--- src/rtl/csr_multi_buffer_pkg.sv ---
// Shared types and defaults for the CSR multi-entry issue buffer.
package csr_multi_buffer_pkg;

  localparam int unsigned TRANS_ID_BITS      = 3;
  localparam int unsigned NR_CSR_BUF_ENTRIES = 4;

  // Functional-unit operand bundle as delivered by the issue stage.
  typedef struct packed {
    logic [63:0]              operand_a;
    logic [63:0]              operand_b;
    logic [TRANS_ID_BITS-1:0] trans_id;
  } fu_data_t;

  // One pending CSR op: the address it will touch and its scoreboard id.
  typedef struct packed {
    logic [11:0]              csr_address;
    logic [TRANS_ID_BITS-1:0] trans_id;
  } csr_buf_entry_t;

endpackage

--- src/rtl/csr_buf_fifo.sv ---
// Generic in-order storage for pending CSR entries: pointers, count, per-slot valid bits.
// Full/empty come from the count; pointers wrap naturally (DEPTH is a power of two).
module csr_buf_fifo
  import csr_multi_buffer_pkg::*;
#(
  parameter int unsigned DEPTH = NR_CSR_BUF_ENTRIES
) (
  input  logic                   clk_i,
  input  logic                   rst_i,
  input  logic                   clear_i,
  input  logic                   push_i,
  input  logic                   pop_i,
  input  csr_buf_entry_t         wdata_i,
  output csr_buf_entry_t         head_o,
  output logic                   head_valid_o,
  output logic [$clog2(DEPTH):0] count_o
);

  localparam int unsigned PTR_W = $clog2(DEPTH);
  localparam int unsigned CNT_W = PTR_W + 1;

  csr_buf_entry_t       mem_q [DEPTH];
  logic [PTR_W-1:0]     wptr_q, wptr_d;
  logic [PTR_W-1:0]     rptr_q, rptr_d;
  logic [CNT_W-1:0]     count_q, count_d;
  logic [DEPTH-1:0]     valid_q, valid_d;

  // Next-state for pointers, count and valid bits; clear wins over push/pop.
  always_comb begin
    wptr_d  = wptr_q;
    rptr_d  = rptr_q;
    count_d = count_q;
    valid_d = valid_q;
    if (clear_i) begin
      wptr_d  = '0;
      rptr_d  = '0;
      count_d = '0;
      valid_d = '0;
    end else begin
      // Pop clears first so a same-slot push (full + pop) leaves the slot valid.
      if (pop_i) begin
        valid_d[rptr_q] = 1'b0;
        rptr_d          = rptr_q + PTR_W'(1);
      end else begin
        rptr_d = rptr_q;
      end
      if (push_i) begin
        valid_d[wptr_q] = 1'b1;
        wptr_d          = wptr_q + PTR_W'(1);
      end else begin
        wptr_d = wptr_q;
      end
      case ({push_i, pop_i})
        2'b10:   count_d = count_q + CNT_W'(1);
        2'b01:   count_d = count_q - CNT_W'(1);
        default: count_d = count_q;
      endcase
    end
  end

  // Control state register with asynchronous reset.
  always_ff @(posedge clk_i or posedge rst_i) begin
    if (rst_i) begin
      wptr_q  <= '0;
      rptr_q  <= '0;
      count_q <= '0;
      valid_q <= '0;
    end else begin
      wptr_q  <= wptr_d;
      rptr_q  <= rptr_d;
      count_q <= count_d;
      valid_q <= valid_d;
    end
  end

  // Entry storage; contents are don't-care until the slot is marked valid.
  always_ff @(posedge clk_i) begin
    if (push_i && !clear_i) begin
      mem_q[wptr_q] <= wdata_i;
    end
  end

  assign head_o       = mem_q[rptr_q];
  assign head_valid_o = valid_q[rptr_q];
  assign count_o      = count_q;

endmodule

--- src/rtl/csr_multi_buffer_chk.sv ---
// Protocol checks for the CSR buffer; reports issue/commit misuse without affecting state.
module csr_multi_buffer_chk (
  input logic clk_i,
  input logic rst_i,
  input logic flush_i,
  input logic csr_valid_i,
  input logic csr_ready_o,
  input logic csr_commit_i,
  input logic csr_addr_valid_o
);

  // Issue stage must not offer an op the buffer cannot take.
  a_issue_when_ready: assert property (@(posedge clk_i) disable iff (rst_i)
    !(csr_valid_i && !csr_ready_o))
    else $warning("csr_multi_buffer: issue while not ready, op dropped");

  // Commit stage must only retire an existing entry.
  a_commit_not_empty: assert property (@(posedge clk_i) disable iff (rst_i)
    !(csr_commit_i && !csr_addr_valid_o))
    else $warning("csr_multi_buffer: commit on empty buffer ignored");

  // Commit and flush are mutually exclusive from the commit stage.
  a_no_flush_commit: assert property (@(posedge clk_i) disable iff (rst_i)
    !(flush_i && csr_commit_i))
    else $warning("csr_multi_buffer: commit in flush cycle");

endmodule

--- src/rtl/csr_multi_buffer.sv ---
// In-order buffer of CSR addresses for issued-but-uncommitted CSR ops.
// Adds ready/bypass, flush priority and the result path around csr_buf_fifo.
module csr_multi_buffer
  import csr_multi_buffer_pkg::*;
#(
  parameter int unsigned DEPTH        = NR_CSR_BUF_ENTRIES,
  parameter int unsigned BYPASS_READY = 1
) (
  input  logic                     clk_i,
  input  logic                     rst_i,
  input  logic                     flush_i,
  input  fu_data_t                 fu_data_i,
  input  logic                     csr_valid_i,
  output logic                     csr_ready_o,
  output logic [63:0]              csr_result_o,
  input  logic                     csr_commit_i,
  output logic [11:0]              csr_addr_o,
  output logic                     csr_addr_valid_o,
  output logic [TRANS_ID_BITS-1:0] csr_trans_id_o,
  output logic [$clog2(DEPTH):0]   usage_o
);

  localparam int unsigned CNT_W    = $clog2(DEPTH) + 1;
  localparam logic [CNT_W-1:0] FULL_CNT = CNT_W'(DEPTH);
  localparam logic BYPASS_EN = (BYPASS_READY != 0);

  logic             ready_s;
  logic             push_s;
  logic             pop_s;
  logic             head_valid_s;
  logic [CNT_W-1:0] count_s;
  csr_buf_entry_t   wdata_s;
  csr_buf_entry_t   head_s;
  logic             unused_operand_b;

  // Full buffer can still accept when the commit stage frees the head this cycle.
  assign ready_s = (count_s < FULL_CNT) |
                   (BYPASS_EN & csr_commit_i & (count_s == FULL_CNT));

  // Flush discards any same-cycle push or pop.
  assign push_s = csr_valid_i & ready_s & ~flush_i;
  assign pop_s  = csr_commit_i & head_valid_s & ~flush_i;

  assign wdata_s.csr_address = fu_data_i.operand_b[11:0];
  assign wdata_s.trans_id    = fu_data_i.trans_id;
  assign unused_operand_b    = ^fu_data_i.operand_b[63:12];

  csr_buf_fifo #(
    .DEPTH (DEPTH)
  ) u_fifo (
    .clk_i        (clk_i),
    .rst_i        (rst_i),
    .clear_i      (flush_i),
    .push_i       (push_s),
    .pop_i        (pop_s),
    .wdata_i      (wdata_s),
    .head_o       (head_s),
    .head_valid_o (head_valid_s),
    .count_o      (count_s)
  );

  csr_multi_buffer_chk u_chk (
    .clk_i            (clk_i),
    .rst_i            (rst_i),
    .flush_i          (flush_i),
    .csr_valid_i      (csr_valid_i),
    .csr_ready_o      (ready_s),
    .csr_commit_i     (csr_commit_i),
    .csr_addr_valid_o (head_valid_s)
  );

  // Head fields are zeroed when empty so stale storage never leaks downstream.
  assign csr_addr_o       = head_valid_s ? head_s.csr_address : 12'h000;
  assign csr_trans_id_o   = head_valid_s ? head_s.trans_id : '0;
  assign csr_addr_valid_o = head_valid_s;
  assign csr_ready_o      = ready_s;
  assign csr_result_o     = fu_data_i.operand_a;
  assign usage_o          = count_s;

endmodule

--- config.mk ---
export PLATFORM = sky130hd
export DESIGN_NAME = csr_multi_buffer
export DESIGN_NICKNAME = d
export VERILOG_FILES = /design/src/rtl/csr_multi_buffer_pkg.sv /design/src/rtl/csr_buf_fifo.sv /design/src/rtl/csr_multi_buffer_chk.sv /design/src/rtl/csr_multi_buffer.sv
export SDC_FILE = /design/constraint.sdc
export NUM_CORES = 1
export LEC_CHECK = 0
export ABC_AREA = 1
export CORE_MARGIN = 2
export CORE_UTILIZATION = 37
export CTS_CLUSTER_DIAMETER = 120
export DETAILED_ROUTE_END_ITERATION = 12
export PLACE_DENSITY = 0.88
export SLEW_MARGIN = 15
export SYNTH_ARGS = -nofsm -noshare
export SYNTH_HDL_FRONTEND = slang
export SYNTH_SLANG_ARGS = --single-unit
--- constraint.sdc ---
create_clock -name clk_i -period 2.8 [get_ports clk_i]
set_clock_uncertainty 0.15 [all_clocks]
set_input_delay 0.28 -clock clk_i [delete_from_list [all_inputs] [get_ports clk_i]]
set_output_delay 0.28 -clock clk_i [all_outputs]
set_load 0.05 [all_outputs]
**Yosys cells after proc, flatten, opt, wreduce, memory -nomap -nowiden**

Memory sizes are Yosys's and may differ from the RTL's.
Cells that the tools add are included.
Widths: inputs -> output; s select.

- Bits in read-only memories: 0
- Output and inout port bits: 84
- RAM bits: 60
- Logic and storage cells: 54
- Memories: 1
- Register bits after elaboration: 11
- Latch bits: 0

- Multipliers: 0
- Shift-type cells: 0
- Divide/modulo/power cells: 0
- Reduce and logical (&&, ||, !) cells: 7
- Muxes and demuxes: 20
- Eq/ne operators: 3
- Order comparisons: 5
- $add $sub $neg: 4
- Bitwise operators: 10

Memories:

| name | depth | width | rd ports | clocked after Yosys merged registers in | wr ports | line | source |
|---|---|---|---|---|---|---|---|
| u_fifo.mem_q | 4 | 15 | 1 | 0 | 1 | csr_buf_fifo.sv:22 | `csr_buf_entry_t mem_q [DEPTH];` |

Operators with widths:

| operator | count |
|---|---|
| $mux 4 | 4 |
| $mux 12 | 1 |
| $mux 2 | 4 |
| $lt 2x3->1 const B | 2 |
| $mux 3 | 2 |
| $pmux 3 s2 | 1 |
| $and 1x1->1 | 5 |
| $mux 1 | 5 |
| $add 2x1->2 const B | 2 |
| $and 4x4->4 | 1 |
| $demux 1 s2 | 2 |
| $ge 2x1->1 const B | 2 |
| $not 4->4 | 1 |
| $or 4x4->4 | 1 |
| $reduce_bool 2->1 | 2 |
| $add 3x1->3 const B | 1 |
| $eq 3x3->1 const B | 1 |
| $logic_and 1x1->1 | 3 |
| $lt 3x3->1 const B | 1 |
| $reduce_bool 3->1 | 1 |
| $sub 3x1->3 const B | 1 |
| $bmux 1 s2 | 1 |
| $eq 2x1->1 const B | 1 |
| $eq 2x2->1 const B | 1 |
| 3 further kinds | 3 |

**Logic depth before layout (Yosys ltp)**

Gate-level depths: netlist of run 1.

- Depth after elaboration: 11
- Gate-level depth with buffers: 15
- Mapped depth without buffers: 14

**By module**

From an unflattened synthesis of run 1, not the netlist that was laid out.

- Cells, all modules: 336
- Area total of the unflattened synthesis: 3559.7 sq um

By module, submodules not included:

| module | area an instance (sq um) | cells an instance | instances |
|---|---|---|---|
| csr_buf_fifo | 2886.5 | 231 | 1 |
| csr_multi_buffer | 673.1 | 105 | 1 |

**Worst setup path after synthesis of run 1**

No wires, ideal clock.

- Kind: register -> register
- Start point: register u_fifo.count_q[0] (netlist: u_fifo.count_o[0])
- End point: memory u_fifo.mem_q[0][0] (netlist name) (enable)
- Slack: 0.089 ns
- Data arrival time: 2.173 ns
- Buffers on the path: 0
- Library setup time: 0.388 ns
- Clock period less this slack: 2.711 ns
- Stages on the path, launching flop included: 6
- Cells stage by stage: dfrtp_1 > nor2_1 > nand2_1 > nand2_1 > nand3_1 > nor2_1

- Cells in the longest elaborated chain, start to end: 8
- Elaborated cells on any way between the ends: 9
- Classes of those cells: order compare (1); eq/ne (1); mux (2); bitwise (4); reduce/logical (1)

RTL lines:

| item | line | source |
|---|---|---|
| start, declared | csr_buf_fifo.sv:25 | `logic [CNT_W-1:0] count_q, count_d;` |
| start signal, assigned | csr_buf_fifo.sv:71 | `count_q <= count_d;` |
| parallel branches: the longest is 2 deep, another holds $lt 3x3->1 | n/a |  |
| $or 1x1->1 * | csr_multi_buffer.sv:37 | `assign ready_s = (count_s < FULL_CNT) \|` |
| net csr_ready_o | csr_multi_buffer.sv:14 | `output logic csr_ready_o,` |
| $and 1x1->1 * (2 in series) | csr_multi_buffer.sv:41 | `assign push_s = csr_valid_i & ready_s & ~flush_i;` |
| $logic_and 1x1->1 * | csr_buf_fifo.sv:78 | `if (push_i && !clear_i) begin` |
| $mux 1 * | csr_buf_fifo.sv:78 |  |
| $mux 1 (implied by the code) * | csr_buf_fifo.sv:79 | `mem_q[wptr_q] <= wdata_i;` |
| end, declared | csr_buf_fifo.sv:22 |  |

Mark *: on every way through the listed nets, which the timed path passes.

**Final worst setup path of run 1**

- Start point: register u_fifo.rptr_q[0]
- End point: output csr_addr_o[8]

- Cells in the longest elaborated chain, start to end: 3
- Elaborated cells on any way between the ends: 4
- Classes of those cells: mux (3); memory (1)

RTL lines:

| item | line | source |
|---|---|---|
| start, declared | csr_buf_fifo.sv:24 | `logic [PTR_W-1:0] rptr_q, rptr_d;` |
| start signal, assigned | csr_buf_fifo.sv:70 | `rptr_q <= rptr_d;` |
| $bmux 1 s2 | csr_buf_fifo.sv:84 | `assign head_valid_o = valid_q[rptr_q];` |
| $mux 1 (implied by the code) | csr_buf_fifo.sv:84 |  |
| $mux 12 * | csr_multi_buffer.sv:73 | `assign csr_addr_o = head_valid_s ? head_s.csr_address : 12'h000;` |
| end, declared | csr_multi_buffer.sv:17 | `output logic [11:0] csr_addr_o,` |

Mark *: on every way between the ends. The rest lies on a longest branch, timed or not. The select of a mux whose other input is x is not followed.

==> reports/metrics.yaml, run 1 <==
sta:
  finalHoldViolCount: 0
  setup_viol: 0
  finalCriticalPeriod_ns: 2.42
  worstMarginPinSlew_ns: 0.493
  finalMaxSlewViolations: 0
  slew-limit-headroom_pct: 67.0
  grt_setup_unrepaired: "no"
  max_freq_ghz: 0.413
  fin_crit_sh_pct: 86.5
  fin_tns_setup_ns: 0
floorplanning:
  die-width_um: 102
  ios: 220
  core_area_mm2: 0.00928
  rows: 35
  fp.dieH_um: 102
  die_area_mm2: 0.0104
  start_util_pct: 38.2
status:
  status: "complete, no violations"
cts:
  cts.sinks: 71
  cts_hold_buf: 0
  post_cts_resized: 0
  cts_made_buffers: 9
  cts_buffer_depth: 2
  clk_pin_slew_worst_paths_ns: 0.07
  clockRootBuffer: "clkbuf_8"
  cts_setup_buffers: 0
  h-tree-depth: 3
  cts_tree: "done"
  clk_latency_ns: 0.34
placement:
  globalplace.congestion: 0.765
  place_inst: 431
  port_buffers: 39
  dp_hpwl_um: 6340
power:
  switching_share_pct: 34.1
  clkPwrFrac_pct: 23.1
  combinationalPowerShare_pct: 33.7
  p_int_mw: 1.92
  ir_worst_vdd_mv: 0.345
  power.leakage_nw: 1.61
  p_per_area_mw_per_mm2: 736
  switchingPower_mw: 0.995
  pwr-share-seq_pct: 43.2
critical_path:
  regToRegStartpoint: "u_fifo.rptr_q[0]"
  rrSetupSlack_ns: 0.46
  path_cells: "inv_4 > nand2_1 > nand3_1 > nand2_2 > inv_1 > buf_4 > nand2_1 > inv_1 > buf_12"
  worstSetupEndpointType: "output pin"
  critPathArrivalTime_ns: 1.99
  worst_setup_path_start_kind: "flop"
  path_max_fanout: 34
  critPathKind: "flop to output pin"
  cp.required_ns: 2.37
  crit_start: "u_fifo.rptr_q[0]"
  cp_slowest_stage_delay_ns: 0.45
  r2r_cells: 14
  worstReg2RegEnd: "u_fifo.count_o[2]"
  critPathSlowestCell: "dfrtp_1"
  crit_end: "csr_addr_o[8]"
synth:
  ys_top_cells_by_area: "edfxtp_1 (51%), buf_4 (14%), dfrtp_1 (7.8%)"
  netlist_instances: 328
  ys_seq_area_share_pct: 58.5
  yosysUniqueCellTypes: 26
  synth_top_area_cell: "edfxtp_1"
  synth_top_area_share_pct: 50.8
  synth_flop_cell: "edfxtp_1"
  synth_area_mm2: 0.00355
  async_flop_share_pct: 15.5
  synth_edf_count: 60
  syn_nets: 473
  synth_most_common_cell: "buf_4"
  ys_ff_latch: 71
  synth_common_cells: "buf_4 (65), edfxtp_1 (60), nand2_1 (36)"
  synth.avg_cell_area_um2: 10.8
  yosys_warnings: 0
finish:
  final_cell_count_no_fill: 447
  final_nets: 458
  area_growth_pct: 11.7
  layout-drive-gt1-share_pct: 16.4
  insertedDiodeCount: 0
  nFillCells: 856
route:
  drt_iter0_drc: 128
  drc: 0
  post_drt_wl_per_cell_um: 19.0
  drtAntennaViolNets: 0
  vias: 2148
  routed_wl_um: 8510
  via_per_inst: 4.81
  firstDrtPassIters: 4
global_routing:
  grt_pass1_vias: 2091
  grt_overflow: 0
  grt_usage_pct: 16.2
  grt_pass1_wl_um: 12100
  antenna_found_initial: 0
  grt_max_degree: 35
hold_path:
  hp-class: "primary input to async pin"
job:
  drv_cap: 0
## critical path: cells and delay by family (launching register included)
kind	cells	cell delay, ns
buf+inv	5	0.80
flops	1	0.45
simple gates	4	0.40
## registers in the layout, summed over array words and instances (netlist names)
signal,cells
u_fifo.count_o,3
u_fifo.wptr_q,2
u_fifo.mem_q,60
u_fifo.rptr_q,2
u_fifo.valid_q,4
## layout by cell type (no fill, tap or decap), types with 8 or more instances in the layout
cell	n
inv_1	29
buf_12	16
ha_1	8
buf_4	10
clkbuf_8	9
o22ai_1	15
o21ai_0	34
dfrtp_1	11
nand2_1	36
clkdlybuf4s50_1	23
edfxtp_1	60
nor2_1	35
## worst min-delay path by stage
stage                           start                end  slack (ns)  depth (start not counted)
detailed placement  u_fifo.valid_q[2]  u_fifo.valid_q[2]        0.36                          1
finish                          rst_i  u_fifo.count_o[1]         0.1                          2
floorplan                       rst_i  u_fifo.count_o[0]       -0.02                          1
global placement    u_fifo.valid_q[3]  u_fifo.valid_q[3]        0.35                          1
CTS                             rst_i  u_fifo.count_o[1]         0.1                          2
global route                    rst_i  u_fifo.count_o[1]        0.14                          2
## logic make-up after synthesis
logic type / after synthesis / share of synthesized area [%]
buffers and inverters: 107 / 18.5
AND/OR/NAND/NOR: 84 / 10.3
flip-flops: 71 / 58.5
AO/OA/AOI/OAI: 56 / 8.99
adder cells (fa/ha/maj): 9 / 3.38
XOR/XNOR: 1 / 0.247
## final cells by class
class	instances	area (um2)	share of cell area (%)
Sequential cell	71	2080	52.4
Multi-Input combinational cell	150	815	20.5
Timing Repair Buffer	49	626	15.8
Tap cell	129	161	4.07
Clock buffer	10	128	3.22
Inverter	32	123	3.09
Clock inverter	6	37.5	0.946
## power by group through the flow
stage	Combinational (mW)	Sequential [mW]	Clock (mW)
floorplan	0.761	1.33	0
global placement	0.970	1.28	0
detailed placement	0.991	1.29	0
CTS	0.993	1.26	0.693
global route	1.05	1.27	0.738
finish	0.983	1.26	0.675
## through the flow
stage	hold slack (ns)	worst slack (ns)	power, mW	util [%]	instance area [um2]
floorplan	-0.0176	0.0892	2.09	-	3550
global placement	0.353	0.449	2.25	40.9	3800
detailed placement	0.361	0.395	2.28	40.9	3800
CTS	0.0959	0.334	2.95	42.7	3970
global route	0.135	0.152	3.06	42.7	3970
finish	0.0955	0.379	2.92	42.7	3970
## per-layer routing
metal  global-route usage (%)  vias to the layer above  part of all wire, %
li1                         -                     1002                    -
met1                     14.6                     1013                   29
met2                     30.7                      117                   55
met3                     7.11                       16                   13
met4                     8.00                        0                  2.4
met5                        0                        -                    0
Note: power is estimated with default switching activity, not from simulation.
==> run 2: changes to the inputs <==
Settings changed: CORE_ASPECT_RATIO set to 0.9, SLEW_MARGIN 15 to not set.
==> reports/metrics.yaml, run 2 (same netlist as run 1, synthesis figures left out) <==
route:
  post_drt_wl_per_cell_um: 19.8
  top_layer_used: "met4"
  wl_met3_um: 1250
  wl_met2_um: 4820
  firstDrtPassIters: 4
  via_per_inst: 4.82
  wl_met1_um: 2550
  drt_iter0_drc: 111
  drtAntennaViolNets: 0
  drc: 0
  routed_wl_um: 8700
  vias: 2120
global_routing:
  grt_overflow: 0
  grt_pass1_vias: 2106
  grt_max_degree: 22
  grt_pass1_wl_um: 12700
  grt_usage_pct: 16.6
  antenna_found_initial: 0
floorplanning:
  die-width_um: 107
  fp.dieH_um: 96.9
  die_area_mm2: 0.0104
  ios: 220
  rows: 33
  core_area_mm2: 0.00921
  start_util_pct: 38.6
finish:
  top_register: "u_fifo.mem_q"
  nFillCells: 802
  insertedDiodeCount: 0
  layout-drive-gt1-share_pct: 17.0
  layout_common_cells: "edfxtp_1 (60), nand2_1 (36), nor2_1 (35)"
  final_nets: 458
  largest_reg_flops: 60
  area_growth_pct: 13.3
  final_common_cell: "edfxtp_1"
power:
  p_int_mw: 2.12
  power.leakage_nw: 1.64
  clkPwrFrac_pct: 29.0
  combinationalPowerShare_pct: 31.0
  pwr-share-seq_pct: 40.0
  p_per_area_mw_per_mm2: 785
  finalPower_mw: 3.16
  ir_worst_vdd_mv: 0.410
  switchingPower_mw: 1.04
  switching_share_pct: 32.9
critical_path:
  worst_setup_path_start_kind: "flop"
  crit_start: "u_fifo.rptr_q[0]"
  cp.required_ns: 2.37
  regToRegStartpoint: "u_fifo.rptr_q[0]"
  worstSetupEndpointType: "output pin"
  critPathKind: "flop to output pin"
  path_max_fanout: 20
  critPathArrivalTime_ns: 2.03
placement:
  dp_hpwl_um: 6520
  port_buffers: 39
  place_ws_ns: 0.377
  globalplace.congestion: 0.815
sta:
  worst_slack_ns: 0.339
  finalCriticalPeriod_ns: 2.46
  finalHoldViolCount: 0
  max_freq_ghz: 0.406
  setup_viol: 0
  slew-limit-headroom_pct: 66.8
  fin_tns_setup_ns: 0
  finalMaxSlewViolations: 0
  fin_crit_sh_pct: 87.9
  worstMarginPinSlew_ns: 0.496
  grt_setup_unrepaired: "no"
cts:
  cts_hold_buf: 0
  post_cts_resized: 0
  cts.sinks: 71
  cts_made_buffers: 9
  clockRootBuffer: "clkbuf_8"
  clk_latency_ns: 0.35
  cts_buffer_depth: 2
  cts_tree: "done"
  clk_pin_slew_worst_paths_ns: 0.08
  cts_setup_buffers: 0
  h-tree-depth: 3
job:
  drv_cap: 0
hold_path:
  hp-class: "primary input to async pin"
status:
  status: "complete, no violations"
==> run 2: cell count changes in the layout (fill, tap and decap cells not counted), sizes merged <==
cell	delta
clkinvlp	-1
inv	+2
bufinv	+2
clkbuf	-1
clkinv	-2
==> run 2: path summary, 6_finish.rpt <==
path	to	slack [ns]	depth (start not counted)
setup / recovery	csr_addr_o[11]	0.34	9
hold / removal	u_fifo.rptr_q[1]	0.08	2
setup reg to reg	u_fifo.count_o[2]	0.46	14
hold reg to reg	u_fifo.valid_q[2]	0.39	1
max in group asynchronous	u_fifo.valid_q[2]	2.11	2
min in group clk_i	u_fifo.valid_q[2]	0.39	1
==> run 2: critical path: stages, from the launching register on <==
cell and delay [ns]:
dfrtp_1 0.41, buf_4 0.26, nand2_1 0.08, nand3_1 0.12
nand2_2 0.12, inv_1 0.07, buf_4 0.23, nand2_1 0.12
inv_1 0.12, buf_12 0.14
==> run 2: per-stage QoR <==
stage / area, um2 / hold slack [ns] / util (%) / std cells
floorplan: 3550 / -0.0176 / - / 328
global placement: 3790 / 0.351 / 41.2 / 424
detailed placement: 3790 / 0.360 / 41.2 / 424
CTS: 4020 / 0.0898 / 43.7 / 440
global route: 4020 / 0.111 / 43.7 / 440
finish: 4020 / 0.0792 / 43.7 / 440
==> run 2: cell type report <==
| cell class | instances | area [um2] | share of cell area [%] |
|---|---|---|---|
| flip-flops and latches | 71 | 2080 | 51.6 |
| inverters | 32 | 123 | 3.05 |
| repair buffers | 49 | 626 | 15.6 |
| multi-input cells | 150 | 815 | 20.3 |
| clock inverters | 7 | 105 | 2.61 |
| well taps | 122 | 153 | 3.80 |
| clock buffers | 9 | 124 | 3.08 |
==> run 2: layer usage <==
| layer | global-route usage [%] | up-vias |
|---|---|---|
| met5 | 0 | - |
| met4 | 4.00 | 0 |
| met3 | 9.23 | 11 |
| met2 | 31.1 | 116 |
| met1 | 15.4 | 989 |
| li1 | - | 1004 |
==> run 2: power by group through the flow <==
stage                     clock network [mW]  registers, mW  logic [mW]
final                                  0.916           1.26       0.980
after CTS                              0.929           1.26       0.990
after detailed placement                   0           1.28       0.986
after floorplan                            0           1.33       0.761
after global routing                   0.972           1.27        1.05
after global placement                     0           1.28       0.962
